$ cat config.mk
export PLATFORM = sky130hd
export DESIGN_NAME = step_decoder_seq_flat
export DESIGN_NICKNAME = d
export VERILOG_FILES = /design/src/rtl/step_decoder_seq_if.sv /design/src/rtl/step_decoder_seq.sv /design/src/flat_wrapper.sv
export SDC_FILE = /design/constraint.sdc
export NUM_CORES = 1
export LEC_CHECK = 0
export BUFFER_PORTS_ARGS = -buffer_cell sky130_fd_sc_hd__buf_2
export CORE_MARGIN = 1.5
export CORE_UTILIZATION = 35
export DETAILED_ROUTE_END_ITERATION = 8
export GPL_ROUTABILITY_DRIVEN = 0
export MAX_ROUTING_LAYER = met4
export PLACE_DENSITY = 0.67
export RECOVER_POWER = 25
export SYNTH_ARGS = -nofsm -noshare
export SYNTH_HDL_FRONTEND = slang
export SYNTH_SLANG_ARGS = --single-unit
$ cat constraint.sdc
create_clock -name Clock -period 1.05 [get_ports Clock]
set_input_delay 0.1575 -clock Clock [delete_from_list [all_inputs] [get_ports Clock]]
set_output_delay 0.1575 -clock Clock [all_outputs]
set_load 0.01 [all_outputs]
$ cat src/rtl/step_decoder_seq_if.sv
// Bus bundle for step_decoder_seq: sequencing controls in, decoded step lines and status out.
interface step_decoder_seq_if #(
  parameter int SEL_W = 3
);
  localparam int N = 1 << SEL_W;

  logic             Run;
  logic             Adv;
  logic             Clear;
  logic [SEL_W-1:0] Last;
  logic             Wrap;
  logic             En;
  logic [0:N-1]     Y;
  logic [SEL_W-1:0] Step;
  logic             Busy;
  logic             Done;

  modport master (
    output Run, Adv, Clear, Last, Wrap, En,
    input  Y, Step, Busy, Done
  );

  modport slave (
    input  Run, Adv, Clear, Last, Wrap, En,
    output Y, Step, Busy, Done
  );
endinterface

$ cat src/rtl/step_decoder_seq.sv
// Time-step sequencer: counts from 0 to a captured terminal step, decodes the count
// to one-hot step lines gated by En, and pulses Done after each terminal advance.
module step_decoder_seq #(
  parameter int SEL_W = 3
) (
  input  logic               Clock,
  input  logic               Reset,
  step_decoder_seq_if.slave  bus
);
  localparam int N = 1 << SEL_W;

  typedef enum logic {
    IDLE = 1'b0,
    RUN  = 1'b1
  } state_e;

  state_e           state_q, state_d;
  logic [SEL_W-1:0] step_q,  step_d;
  logic [SEL_W-1:0] last_q,  last_d;
  logic             done_q,  done_d;

  always_comb begin
    state_d = state_q;
    step_d  = step_q;
    last_d  = last_q;
    done_d  = 1'b0;
    if (bus.Clear) begin
      state_d = IDLE;
      step_d  = '0;
    end else begin
      unique case (state_q)
        IDLE: begin
          if (bus.Run) begin
            state_d = RUN;
            step_d  = '0;
            last_d  = bus.Last;
          end
        end
        RUN: begin
          if (bus.Adv) begin
            if (step_q == last_q) begin
              // Terminal advance: Wrap is sampled live here, not at start.
              step_d = '0;
              done_d = 1'b1;
              if (!bus.Wrap) state_d = IDLE;
            end else begin
              step_d = step_q + SEL_W'(1);
            end
          end
        end
        default: state_d = IDLE;
      endcase
    end
  end

  always_ff @(posedge Clock) begin
    if (Reset) begin
      state_q <= IDLE;
      step_q  <= '0;
      last_q  <= '0;
      done_q  <= 1'b0;
    end else begin
      state_q <= state_d;
      step_q  <= step_d;
      last_q  <= last_d;
      done_q  <= done_d;
    end
  end

  always_comb begin
    bus.Y = '0;
    if (state_q == RUN && bus.En) bus.Y[step_q] = 1'b1;
  end

  assign bus.Step = step_q;
  assign bus.Busy = (state_q == RUN);
  assign bus.Done = done_q;
endmodule

$ cat src/flat_wrapper.sv
// flat-port wrapper written by rule: the top's interface ports become plain ports
module step_decoder_seq_flat 
#(
  parameter int SEL_W = 3
)
  (Clock, Reset, bus_Run, bus_Adv, bus_Clear, bus_Last, bus_Wrap, bus_En, bus_Y, bus_Step, bus_Busy, bus_Done);
  step_decoder_seq_if #(.SEL_W(SEL_W)) bus_i ();
  input  logic Clock;
  input  logic Reset;
  input wire logic [$bits(bus_i.Run)-1:0] bus_Run;
  input wire logic [$bits(bus_i.Adv)-1:0] bus_Adv;
  input wire logic [$bits(bus_i.Clear)-1:0] bus_Clear;
  input wire logic [$bits(bus_i.Last)-1:0] bus_Last;
  input wire logic [$bits(bus_i.Wrap)-1:0] bus_Wrap;
  input wire logic [$bits(bus_i.En)-1:0] bus_En;
  output wire logic [$bits(bus_i.Y)-1:0] bus_Y;
  output wire logic [$bits(bus_i.Step)-1:0] bus_Step;
  output wire logic [$bits(bus_i.Busy)-1:0] bus_Busy;
  output wire logic [$bits(bus_i.Done)-1:0] bus_Done;
  assign bus_i.Run = bus_Run;
  assign bus_i.Adv = bus_Adv;
  assign bus_i.Clear = bus_Clear;
  assign bus_i.Last = bus_Last;
  assign bus_i.Wrap = bus_Wrap;
  assign bus_i.En = bus_En;
  assign bus_Y = bus_i.Y;
  assign bus_Step = bus_i.Step;
  assign bus_Busy = bus_i.Busy;
  assign bus_Done = bus_i.Done;
  step_decoder_seq #(.SEL_W(SEL_W)) u_core (.Clock(Clock), .Reset(Reset), .bus(bus_i));
endmodule
==> results.sh <==
export IMPL_initial_core_util_pct=39.85
export IMPL_numCtsBuffers=3
export IMPL_cts_root_buffer_cell="clkbuf_4"
export IMPL_antenna_cells=0
export IMPL_r2r_end="u_core.bus.Step[0]"
export IMPL_nets=107
export IMPL_synth_mux_area_share_pct=0
export IMPL_via_count=576
export IMPL_grt_pass1_vias=453
export IMPL_drive_gt1_share_pct=54.26
export IMPL_critPathLaunch="u_core.bus.Step[1]"
export IMPL_power_density_mw_per_mm2=855.4
export IMPL_whs_path_depth=2
export IMPL_synth_seq_cells=8
export IMPL_setup_viol=17
export IMPL_tightest_slew_ps=318.2
export IMPL_syn_nets=70
export IMPL_slew_headroom_pct=78.59
export IMPL_hpwl_um=937.2
export IMPL_placed_area_um2=626.9
export IMPL_critPathArrivalTime_ps=1130
export IMPL_hold_violations=0
export IMPL_tns_ps=-2336
export IMPL_post_drt_wl_per_cell_um=13.09
export IMPL_routed_wl_mm=1.414
export IMPL_worstSetupEndpointType="primary output"
export IMPL_synth_seq_area_share_pct=34.32
export IMPL_seq_area_um2=170.2
export IMPL_peakVddDrop_mv=0.7163
export IMPL_cts_sinks=8
export IMPL_hp_start="Reset"
export IMPL_clk_pin_slew_ps=60
export IMPL_worstSetupStartpointType="flip-flop"
export IMPL_cp_required_ps=890
export IMPL_place_inst=99
export IMPL_die_y_um=39.52
export IMPL_yosys_warnings=0
export IMPL_rsz0062_at_grt="true"
export IMPL_synth_top_family_by_area="simple AND/OR/NAND/NOR gates"
export IMPL_fin_worst_skew_ps=12.47
export IMPL_outcome="finished with violations"
export IMPL_fp_dieW_um=39.52
export IMPL_reg2reg_slack_ps=-180
export IMPL_clk_latency_ps=260
export IMPL_yosys_area_share_xor_xnor_pct=7.239
export IMPL_syn_to_final_growth_pct=67.29
export IMPL_fmax_mhz=774.5
export IMPL_setup_slack_ps=-241.2
export IMPL_critical_path_max_fanout=6
export IMPL_clockBufferDepth=2
export IMPL_pre_cts_ws_ps=-102.0
export IMPL_multiInputGateArea_um2=329.1
export IMPL_leakage_uw=0.0003652
export IMPL_layout_common_cells="buf_2 (19), buf_4 (8), nor2_1 (7), buf_6 (7), nand2_1 (6)"
export IMPL_antenna_found_initial=0
export IMPL_fin_area_um2=780.7
export IMPL_final_cells=108
export IMPL_rows=12
export IMPL_synth_distinct_cells=23
export IMPL_synthesis_instances=59
export IMPL_min_path_type="primary input to flip-flop"
export IMPL_dr_first_iter_drc_count=15
export IMPL_core_area_mm2=0.001171
export IMPL_antenna_left=0
export IMPL_drv_slew=0
export IMPL_r2r_cells=3
export IMPL_vias_per_cell=5.333
export IMPL_holdPathEnd="u_core.last_q[0]"
export IMPL_grt_pass1_wl_mm=1.925
export IMPL_remaining_drc_errors=0
export IMPL_cts_hold_buf=0
export IMPL_grtUsageTotal_pct=20.29
export IMPL_dieArea_mm2=0.001561
export IMPL_violations="setup timing"
export IMPL_final_common_cell="buf_2"
export IMPL_grt_overflow_total=0
export IMPL_ctsHtreeMaxLevel=1
export IMPL_syn_cell_area_um2=466.7
export IMPL_synthSimpleGateAreaFrac_pct=32.44
export IMPL_io_pins=23
export IMPL_synthAdderAreaFrac_pct=2.681
export IMPL_crit_type="flip-flop to primary output"
export IMPL_drv_cap=0
export IMPL_fillCellCount=89
export IMPL_grt_max_degree=9
export IMPL_avgSynthCellArea_um2=7.910
export IMPL_dr_pass1_iters=4
export IMPL_cts_tree="built"
export IMPL_finalCritPeriodShare_pct=123.0
export IMPL_r2r_start="u_core.bus.Step[1]"
export IMPL_synth_compound_area_share_pct=17.43
export IMPL_fin_crit_ps=1291
export IMPL_portBuffers=22
-- layer usage --
layer	GRT usage (%)	share of wire, %	up-vias	routed length (um)
met5	-	0	-	0
met4	10.34	3.0	0	42
met3	10.80	5.8	10	82
met2	30.33	51	24	716
met1	21.58	41	261	573
li1	-	-	281	-
-- layout make-up --
type                       count  share of cell area [%]
multi-input combinational     47                   42.15
clock buffer                   3                   2.885
timing repair buffer          35                   30.45
tap                           14                   2.244
sequential                     8                   21.79
inverter                       1                  0.4808
-- power by group --
part	switching, uW	leakage [uW]	total, uW	internal (uW)
registers	8.18	0.0000675	317	308
logic	56.6	0.000284	116	59.8
clock network	104	0.0000138	235	131
total	169	0.000365	668	499
-- state kept, by name, indices dropped and copies added (netlist names) --
signal	cells
u_core.bus.Done	1
u_core.last_q	3
u_core.bus.Step	3
u_core.bus.Busy	1
-- critical path, cell delays in order (launching register included) --
cell and delay (ps):
dfxtp_2 380, nand3_1 180, nor3_1 160, buf_2 150
-- cell families after synthesis --
kind of cell    count (synthesis)
flops                           8
simple gates                   30
compound gates                 13
xor+xnor                        3
buf+inv                         4
fa+ha+maj                       1
-- cells in the mapped netlist (all sizes together) --
cell type	count	area, um2
dfxtp	8	160.2
or2b	1	7.510
nand3b	1	7.510
xor2	3	33.79
nor2	8	30.03
nand3	1	5.000
nor3b	2	15.01
nand4	3	18.77
nand2	6	22.52
o2111ai	1	8.760
ha	1	12.51
a2111oi	1	15.01
a21oi	5	25.02
nor4	2	12.51
o21ai	5	25.02
nand2b	2	12.51
inv	1	3.750
a21o	1	7.510
nor3	4	20.02
buf	3	23.77
-- worst max-delay path by stage --
| stage | to | slack, ps | cells past startpoint |
|---|---|---|---|
| after floorplan | u_core.bus.Step[0] | -60 | 4 |
| after global placement | u_core.bus.Step[0] | -80 | 3 |
| after detailed placement | u_core.bus.Step[0] | -100 | 3 |
| after CTS | bus_Y[7] | -230 | 3 |
| after global routing | bus_Y[7] | -290 | 3 |
| final | bus_Y[5] | -240 | 3 |
-- what timing repair did --
action / 4_1_cts / 5_1_grt
gates resized for setup: 14 / 8
setup endpoints to repair: 16 / 18
pin swaps: 3 / 8
setup buffers: 3 / 3
-- per-stage QoR --
stage | hold slack [ps] | total power (uW) | utilization [%]
2_1_floorplan | 226.6 | 372.7 | -
3_3_place_gp | 362.0 | 413.2 | 53.53
3_5_place_dp | 365.7 | 413.5 | 53.53
4_1_cts | 105.7 | 647.3 | 62.07
5_1_grt | 113.9 | 693.9 | 66.67
6_report | 109.4 | 667.8 | 66.67
(Power assumes the default switching activity.)
